[src/rtl/prf_pkg.sv]
// Shared types and defaults for the parametrised short/long register file.
package prf_pkg;

   typedef enum logic {PRF_CLEAR = 1'b0, PRF_IDLE = 1'b1} prf_state_e;

   localparam int DEF_SHORT_W  = 16;
   localparam int DEF_LONG_W   = 24;
   localparam int DEF_NUM_REGS = 32;
   localparam int DEF_NUM_LONG = 4;

   // The long registers occupy the topmost num_long indices.
   function automatic bit is_long(input int idx, input int num_regs, input int num_long);
      return idx >= (num_regs - num_long);
   endfunction

endpackage

[src/rtl/prf_scoreboard.sv]
// Pending-producer scoreboard: one bit per register, reserve sets, release clears.
module prf_scoreboard #(
   parameter int NUM_REGS = 32,
   parameter int IDX_W    = $clog2(NUM_REGS)
) (
   input  logic             clk,
   input  logic             rst_n,
   input  logic             clr,
   input  logic             rsv_en,
   input  logic [IDX_W-1:0] rsv_idx,
   input  logic             rel_en,
   input  logic [IDX_W-1:0] rel_idx,
   input  logic [IDX_W-1:0] rd_idx_1,
   input  logic [IDX_W-1:0] rd_idx_2,
   output logic             pend_1,
   output logic             pend_2
);

   logic [NUM_REGS-1:0] pending;

   // Reserve is applied after release so a same-index collision leaves the bit set.
   always_ff @(posedge clk) begin
      if (!rst_n || clr) begin
         pending <= '0;
      end else begin
         if (rel_en) pending[rel_idx] <= 1'b0;
         if (rsv_en) pending[rsv_idx] <= 1'b1;
      end
   end

   assign pend_1 = pending[rd_idx_1];
   assign pend_2 = pending[rd_idx_2];

endmodule

[src/rtl/param_register_file.sv]
// Parametrised short/long register file with bulk clear, pending scoreboard and ready flag.
// Define PRF_BYPASS_EN to forward same-cycle writes to the read ports.
module param_register_file import prf_pkg::*; #(
   parameter int SHORT_W  = DEF_SHORT_W,
   parameter int LONG_W   = DEF_LONG_W,
   parameter int NUM_REGS = DEF_NUM_REGS,
   parameter int NUM_LONG = DEF_NUM_LONG,
   localparam int IDX_W   = $clog2(NUM_REGS)
) (
   input  logic              clk,
   input  logic              rst_n,
   input  logic [IDX_W-1:0]  rd_idx_1,
   input  logic [IDX_W-1:0]  rd_idx_2,
   output logic [LONG_W-1:0] rd_data_1,
   output logic [LONG_W-1:0] rd_data_2,
   output logic              busy_1,
   output logic              busy_2,
   input  logic              wr_en,
   input  logic [IDX_W-1:0]  wr_idx,
   input  logic [LONG_W-1:0] wr_data,
   input  logic              rsv_en,
   input  logic [IDX_W-1:0]  rsv_idx,
   input  logic              clr_req,
   output logic              ready
);

   localparam logic [LONG_W-1:0] SHORT_MASK = {LONG_W{1'b1}} >> (LONG_W - SHORT_W);

   prf_state_e        state;
   logic [IDX_W-1:0]  clr_ptr;
   logic [LONG_W-1:0] regs [NUM_REGS];
   logic              wr_go;
   logic              rsv_go;
   logic              sb_clr;
   logic              pend_1;
   logic              pend_2;

   // Short destinations keep only their low SHORT_W bits, so reads need no masking.
   function automatic logic [LONG_W-1:0] fit(input logic [LONG_W-1:0] d,
                                             input logic [IDX_W-1:0]  idx);
      if (is_long(int'(idx), NUM_REGS, NUM_LONG)) return d;
      return d & SHORT_MASK;
   endfunction

   assign wr_go  = wr_en && ready;
   assign rsv_go = rsv_en && ready;
   assign sb_clr = (state == PRF_CLEAR) || (state == PRF_IDLE && clr_req);

   always_ff @(posedge clk) begin
      if (!rst_n) begin
         state   <= PRF_CLEAR;
         clr_ptr <= '0;
         ready   <= 1'b0;
      end else begin
         case (state)
            PRF_CLEAR: begin
               clr_ptr <= clr_ptr + 1'b1;
               if (clr_ptr == IDX_W'(NUM_REGS - 1)) begin
                  state <= PRF_IDLE;
                  ready <= 1'b1;
               end
            end
            default: begin
               if (clr_req) begin
                  state   <= PRF_CLEAR;
                  clr_ptr <= '0;
                  ready   <= 1'b0;
               end
            end
         endcase
      end
   end

   // Storage carries no reset; the clear sequence zeroes it one entry per cycle.
   always_ff @(posedge clk) begin
      if (state == PRF_CLEAR) regs[clr_ptr] <= '0;
      else if (wr_go)         regs[wr_idx]  <= fit(wr_data, wr_idx);
   end

   prf_scoreboard #(
      .NUM_REGS (NUM_REGS),
      .IDX_W    (IDX_W)
   ) u_scoreboard (
      .clk      (clk),
      .rst_n    (rst_n),
      .clr      (sb_clr),
      .rsv_en   (rsv_go),
      .rsv_idx  (rsv_idx),
      .rel_en   (wr_go),
      .rel_idx  (wr_idx),
      .rd_idx_1 (rd_idx_1),
      .rd_idx_2 (rd_idx_2),
      .pend_1   (pend_1),
      .pend_2   (pend_2)
   );

   always_comb begin
      rd_data_1 = '0;
      rd_data_2 = '0;
      busy_1    = 1'b0;
      busy_2    = 1'b0;
      if (ready) begin
         rd_data_1 = regs[rd_idx_1];
         rd_data_2 = regs[rd_idx_2];
         busy_1    = pend_1;
         busy_2    = pend_2;
`ifdef PRF_BYPASS_EN
         if (wr_en && wr_idx == rd_idx_1) begin
            rd_data_1 = fit(wr_data, wr_idx);
            busy_1    = 1'b0;
         end
         if (wr_en && wr_idx == rd_idx_2) begin
            rd_data_2 = fit(wr_data, wr_idx);
            busy_2    = 1'b0;
         end
`endif
      end
   end

endmodule

[config.mk]
export PLATFORM = sky130hd
export DESIGN_NAME = param_register_file
export DESIGN_NICKNAME = d
export VERILOG_FILES = /design/src/rtl/prf_pkg.sv /design/src/rtl/prf_scoreboard.sv /design/src/rtl/param_register_file.sv
export SDC_FILE = /design/constraint.sdc
export NUM_CORES = 1
export LEC_CHECK = 0
export CORE_UTILIZATION = 25
export DETAILED_ROUTE_END_ITERATION = 6
export SLEW_MARGIN = 20
export SYNTH_ARGS = -nofsm -noshare
export SYNTH_HDL_FRONTEND = slang
export SYNTH_SLANG_ARGS = --single-unit
[constraint.sdc]
create_clock -name clk -period 4.1 [get_ports clk]
set_clock_uncertainty 0.2 [all_clocks]
set_input_delay 0.615 -clock clk [delete_from_list [all_inputs] [get_ports clk]]
set_output_delay 0.615 -clock clk [all_outputs]
set_load 0.05 [all_outputs]
# ---- After elaboration in Yosys (flattened, before gate mapping)
# Memory sizes are Yosys's and may differ from the RTL's.
# Index checks and enable logic that the tools add are counted.
dict set report classes {
  magnitude_cmp 7
  n_reduce_logical 11
  multipliers 0
  n_shift 0
  add_sub_neg 1
  n_mux 37
  n_div 0
  n_eq_ne 2
  bitwise_logic 4
}
# operator count
set op_table {}
lappend op_table {{2-to-1 mux 24 bit} 7}
lappend op_table {{2-to-1 mux 32 bit} 3}
lappend op_table {{AND 32 bit} 1}
lappend op_table {{NOT 32 bit} 1}
lappend op_table {{bitwise OR 32 bit} 1}
lappend op_table {{< comparator 5 x 6 -> 1 bit, second input constant} 4}
lappend op_table {{OR reduction 24 bit} 1}
lappend op_table {{2-to-1 mux 1 bit} 20}
lappend op_table {{2-to-1 mux 5 bit} 3}
lappend op_table {{binary-select mux 1 bit (select 5 bit)} 2}
lappend op_table {{demux 1 bit (select 5 bit)} 2}
lappend op_table {{>= comparator 5 x 1 -> 1 bit, second input constant} 2}
lappend op_table {{adder 5 x 1 -> 5 bit, second input constant} 1}
lappend op_table {{equality test 5 bit, second input constant} 1}
lappend op_table {{>= comparator 5 bit, second input constant} 1}
lappend op_table {{logical AND 1 bit} 5}
lappend op_table {{logical OR 1 bit} 2}
lappend op_table {{inequality test 2 bit, second input constant} 1}
lappend op_table {{AND reduction 2 bit} 1}
lappend op_table {{nonzero test 2 bit} 1}
lappend op_table {{zero test 1 bit} 1}
lappend op_table {{NOT 1 bit} 1}
dict set report totals {
  latch_bits 0
  word_cells 67
  inputBits 49
  ramBits 768
  n_memories 1
  romBits 0
  register_bits 39
}
# memory depth width read_ports rd_clocked_by_memory_dff wr line_no
set memory_table {}
lappend memory_table {regs 32 24 2 0 1 param_register_file.sv:31} ;# logic [LONG_W-1:0] regs [NUM_REGS];

# ---- Longest topological paths before layout
dict set report logic_depth {
  ltp_word 10
  mapped_depth 8
}

# ---- Modules after synthesis
# From an unflattened synthesis, not the netlist that was laid out.
dict set report hier_totals {
  cells_unflattened 2094
  hier_area_um2 38503.2
}
# mod instances area_each_um2 cells_per_inst seq_area_each_um2
set modules_own_cells {}
lappend modules_own_cells {param_register_file 1 36561.3 1849 23202.3}
lappend modules_own_cells {prf_scoreboard 1 1941.9 245 640.6}

# ---- Worst setup path after synthesis
# Ideal clock, no wire load.
dict set report synth_timing {
  path_kind {reg-to-reg}
  start {register ready}
  end {memory regs[16][0] in the netlist's numbering, enable pin}
  synth_period_minus_slack_ps 3520
  path_slack_ps 580
  stages_incl_launch_ff 7
  t_required_ps 3495
  setup_time_ps 405
  arrival_time_ps 2915
  cell_sequence {dfxtp_1 -> and3_1 -> clkbuf_1 -> clkbuf_1 -> mux2i_1 -> nand3_1 -> nor2_1}
}
dict set report synth_via {
  elab_chain_len 6
  elab_cells_between_ends 7
}
# element line_no
set synth_lines {}
lappend synth_lines {{start: declaration} param_register_file.sv:24} ;# output logic ready
lappend synth_lines {{start signal: assignment} param_register_file.sv:53} ;# ready <= 1'b0;
lappend synth_lines {{start signal: assignment} param_register_file.sv:60} ;# ready <= 1'b1;
lappend synth_lines {{start signal: assignment} param_register_file.sv:67} ;# ready <= 1'b0;
lappend synth_lines {{logical AND 1 bit (*)} param_register_file.sv:45} ;# assign wr_go = wr_en && ready;
lappend synth_lines {{2-to-1 mux 1 bit (*)} param_register_file.sv:77} ;# else if (wr_go) regs[wr_idx] <= fit(wr_data, wr_idx);
lappend synth_lines {{2-to-1 mux 1 bit (*)} param_register_file.sv:76} ;# if (state == PRF_CLEAR) regs[clr_ptr] <= '0;
lappend synth_lines {{2-to-1 mux 1 bit (implied by the code) (*)} param_register_file.sv:77}
lappend synth_lines {{OR reduction 24 bit (no source line)} --}
lappend synth_lines {{2-to-1 mux 5 bit (no source line) or 2-to-1 mux 1 bit (tied branches)} --}
lappend synth_lines {{end: declaration} param_register_file.sv:31}
# Mark *: on every way between the ends. The rest lies on a longest branch, timed or not.

# ---- Worst setup path after layout
dict set report layout_timing {
  start {input port rd_idx_2[0]}
  end {output port rd_data_2[16]}
}
dict set report layout_via {
  elab_chain_len 2
}
# element line_no
set layout_lines {}
lappend layout_lines {{start: declaration} param_register_file.sv:13} ;# input logic [IDX_W-1:0] rd_idx_2,
lappend layout_lines {{memory read (32 x 24 bit)} --}
lappend layout_lines {{2-to-1 mux 24 bit} param_register_file.sv:102} ;# if (ready) begin
lappend layout_lines {{end: declaration} param_register_file.sv:15} ;# output logic [LONG_W-1:0] rd_data_2,
# No other way between the ends.

==> impl_metrics.env <==
export IMPL_synth_common_cells="edfxtp_1 (768), mux4_2 (277), mux2_2 (103), mux2i_1 (103), nand2_1 (66)"
export IMPL_leakage_nw=13.7
export IMPL_gr_total_overflow=0
export IMPL_synth_top_cell_area_share_pct=60.1
export IMPL_area_delta_synth_final_pct=19.8
export IMPL_ys_seq_area_share_pct=62.2
export IMPL_rsz0062_at_grt="false"
export IMPL_drv_cap=0
export IMPL_crit_required_ps=3280
export IMPL_nFillCells=14800
export IMPL_worstSetupPathType="input pin to output pin"
export IMPL_startpoint_type="input pin"
export IMPL_yosysUniqueCellTypes=47
export IMPL_cp_arrival_ps=2930
export IMPL_io_pin_count=100
export IMPL_routed_wl_microns=124000
export IMPL_ys_ff_latch=807
export IMPL_clk_pin_slew_ps=60
export IMPL_insertion_delay_ps=630
export IMPL_crit_fanout=18
export IMPL_hold_path_class="flip-flop to flip-flop"
export IMPL_p_per_area_nw_per_um2=382
export IMPL_drt_iter0_markers=2274
export IMPL_critPathSlowestCell="mux4_2"
export IMPL_cts_tree="built"
export IMPL_hpwlAfterDp_microns=81100
export IMPL_hold_viol=0
export IMPL_die_width_microns=394
export IMPL_synthCells=2046
export IMPL_gp_congestion=0.829
export IMPL_multi_input_area_sq_um=13800
export IMPL_drive_above_1_share_pct=35.5
export IMPL_cts_htree_levels=3
export IMPL_synth_edf_count=768
export IMPL_clock_sinks=807
export IMPL_max_stage_delay_ps=530
export IMPL_first_pass_iters=6
export IMPL_ys_warnings_count=0
export IMPL_cts_setup_buffers=0
export IMPL_num_vias=23100
export IMPL_start_util_pct=25.2
export IMPL_core_sq_um=152000
export IMPL_portBuffers=99
export IMPL_vias_per_cell=5.29
export IMPL_tightest_slew_ps=1090
export IMPL_cp_cell_sequence="buf_4, buf_4, mux4_2, mux2_2, o221ai_1, a31oi_1, buf_4"
export IMPL_synthFlopType="edfxtp_1"
export IMPL_crit_buf_inv=3
export IMPL_async_flop_share_pct=0
export IMPL_peakVddDrop_uv=305
export IMPL_yosys_top_cells_area="edfxtp_1 (60%), mux4_2 (16%), mux4_1 (4.5%), mux2_2 (3.0%), mux2i_1 (2.7%)"
export IMPL_slew_viol_final=0
export IMPL_drtAntennaViolNets=0
export IMPL_regArea_sq_um=23800
export IMPL_ctsRootBufferMaster="clkbuf_16"
export IMPL_period_minus_slack_ps=3740
export IMPL_grt_pass1_wl_microns=175000
export IMPL_status="finished, final reports clean"
export IMPL_synth_area_sq_um=38300
export IMPL_yosys_area_top_type="edfxtp_1"
export IMPL_synthMostInstantiatedCell="edfxtp_1"
export IMPL_hold_buffers=0
export IMPL_period_share_pct=91.2
export IMPL_fin_setup_tns_ps=0
export IMPL_final_nets=2324
export IMPL_grt_usage_pct=15.6
export IMPL_rows=143
export IMPL_grt_pass1_vias=23400
export IMPL_post_cts_resized=0
export IMPL_power_total_mw=17.5
export IMPL_antenna_found_initial=12
export IMPL_syn_nets=2097
export IMPL_grt_max_degree=57
export IMPL_cts_buffers=80
export IMPL_die_area_sq_um=155000
export IMPL_avgSynthCellArea_sq_um=18.7
export IMPL_path_delay_family="buffers and inverters"
export IMPL_drcViolationCount=0
export IMPL_cpMostUsedCell="buf_4"
export IMPL_die_h_microns=394
export IMPL_max_freq_mhz=267
export IMPL_setup_viol=0
export IMPL_critPathCaptureType="output pin"
export IMPL_maxSlewHeadroom_pct=27.1
export IMPL_routedWlPerCell_microns=28.5
export IMPL_cts_path_max_buffers=3
-- final cells by class --
| type | instances | area share (%) |
|---|---|---|
| diodes | 3 | 0.0163 |
| clock buffers | 94 | 4.65 |
| clock inverters | 47 | 0.942 |
| inverters | 5 | 0.0408 |
| multi-input cells | 1067 | 29.9 |
| flip-flops and latches | 807 | 51.9 |
| well taps | 2030 | 5.53 |
| repair buffers | 312 | 6.99 |
-- cells in the final DEF, fill, tap and decap left out, drive strengths merged, types with 4 or more instances in the layout --
cell type and n:
a21oi 37, a221oi 37, a22oi 51, a31oi 51, and2 28, buf 273
bufinv 7, clkbuf 94, clkdlybuf4s50 39, clkinv 34, clkinvlp 5, dfxtp 39
edfxtp 768, inv 6, mux2 104, mux2i 103, mux4 350, nand2 66
nand3 12, nand3b 5, nor2 45, nor2b 10, nor3 4, nor3b 9
o2111ai 13, o21ai 70, o221ai 50
-- layer usage --
metal / up-vias / routed length [microns] / global-route usage [%]
met5: - / 35 / 0
met1: 12300 / 49000 / 20.2
met2: 1214 / 60400 / 26.1
met4: 6 / 4720 / 6.09
met3: 232 / 10100 / 2.69
li1: 9316 / - / -
-- flip-flops by register name, indices dropped and copies added (netlist names) --
| signal | cells |
|---|---|
| clr_ptr | 5 |
| state | 1 |
| regs | 768 |
| ready | 1 |
| u_scoreboard.pending | 32 |
-- power breakdown --
| part | switching [mW] | internal, mW |
|---|---|---|
| Clock | 3.17 | 4.17 |
| Combinational | 0.690 | 0.508 |
| Sequential | 0.0339 | 8.97 |
-- final timing paths --
check | from | endpoint | slack, ps | cells after the start
worst max register to register | ready$_SDFFE_PN0P_ | regs[27][8]$_DFFE_PP_ | 1310 | 5
worst max-delay path | rd_idx_2[0] | rd_data_2[16] | 360 | 7
worst min register to register | u_scoreboard.pending[15]$_SDFF_PP0_ | u_scoreboard.pending[15]$_SDFF_PP0_ | 300 | 2
worst min-delay path | u_scoreboard.pending[15]$_SDFF_PP0_ | u_scoreboard.pending[15]$_SDFF_PP0_ | 300 | 2
-- worst reg2reg max path: stages, from the launching register on --
cell and delay, ps:
dfxtp_2 370, and3_1 430, mux2i_1 400, nand3_1 450
nor2_4 300, buf_4 320
-- per-stage QoR --
| stage | cell area [sq um] | hold slack [ps] | util [%] | instances | worst slack, ps |
|---|---|---|---|---|---|
| final | 46000 | 297 | 30.2 | 4365 | 360 |
| after global routing | 45900 | 310 | 30.2 | 4362 | 274 |
| after detailed placement | 43400 | 281 | 28.5 | 4221 | 298 |
| after CTS | 45900 | 290 | 30.2 | 4362 | 294 |
| after global placement | 43400 | 280 | 28.5 | 4221 | 296 |
| after floorplan | 38300 | 259 | - | 2046 | 580 |
-- logic make-up (layout without fill, tap and decap cells) --
family                   Yosys count  count (layout)  share of synthesized area, %
AND/OR/NAND/NOR                  195             195                          2.48
buffers and inverters            172             458                          2.70
multiplexers                     557             557                          27.0
flip-flops                       807             807                          62.2
other                              0               3                             0
adder cells (fa/ha/maj)            2               2                        0.0652
AO/OA/AOI/OAI                    313             313                          5.59
Note: power is estimated with default switching activity, not from simulation.
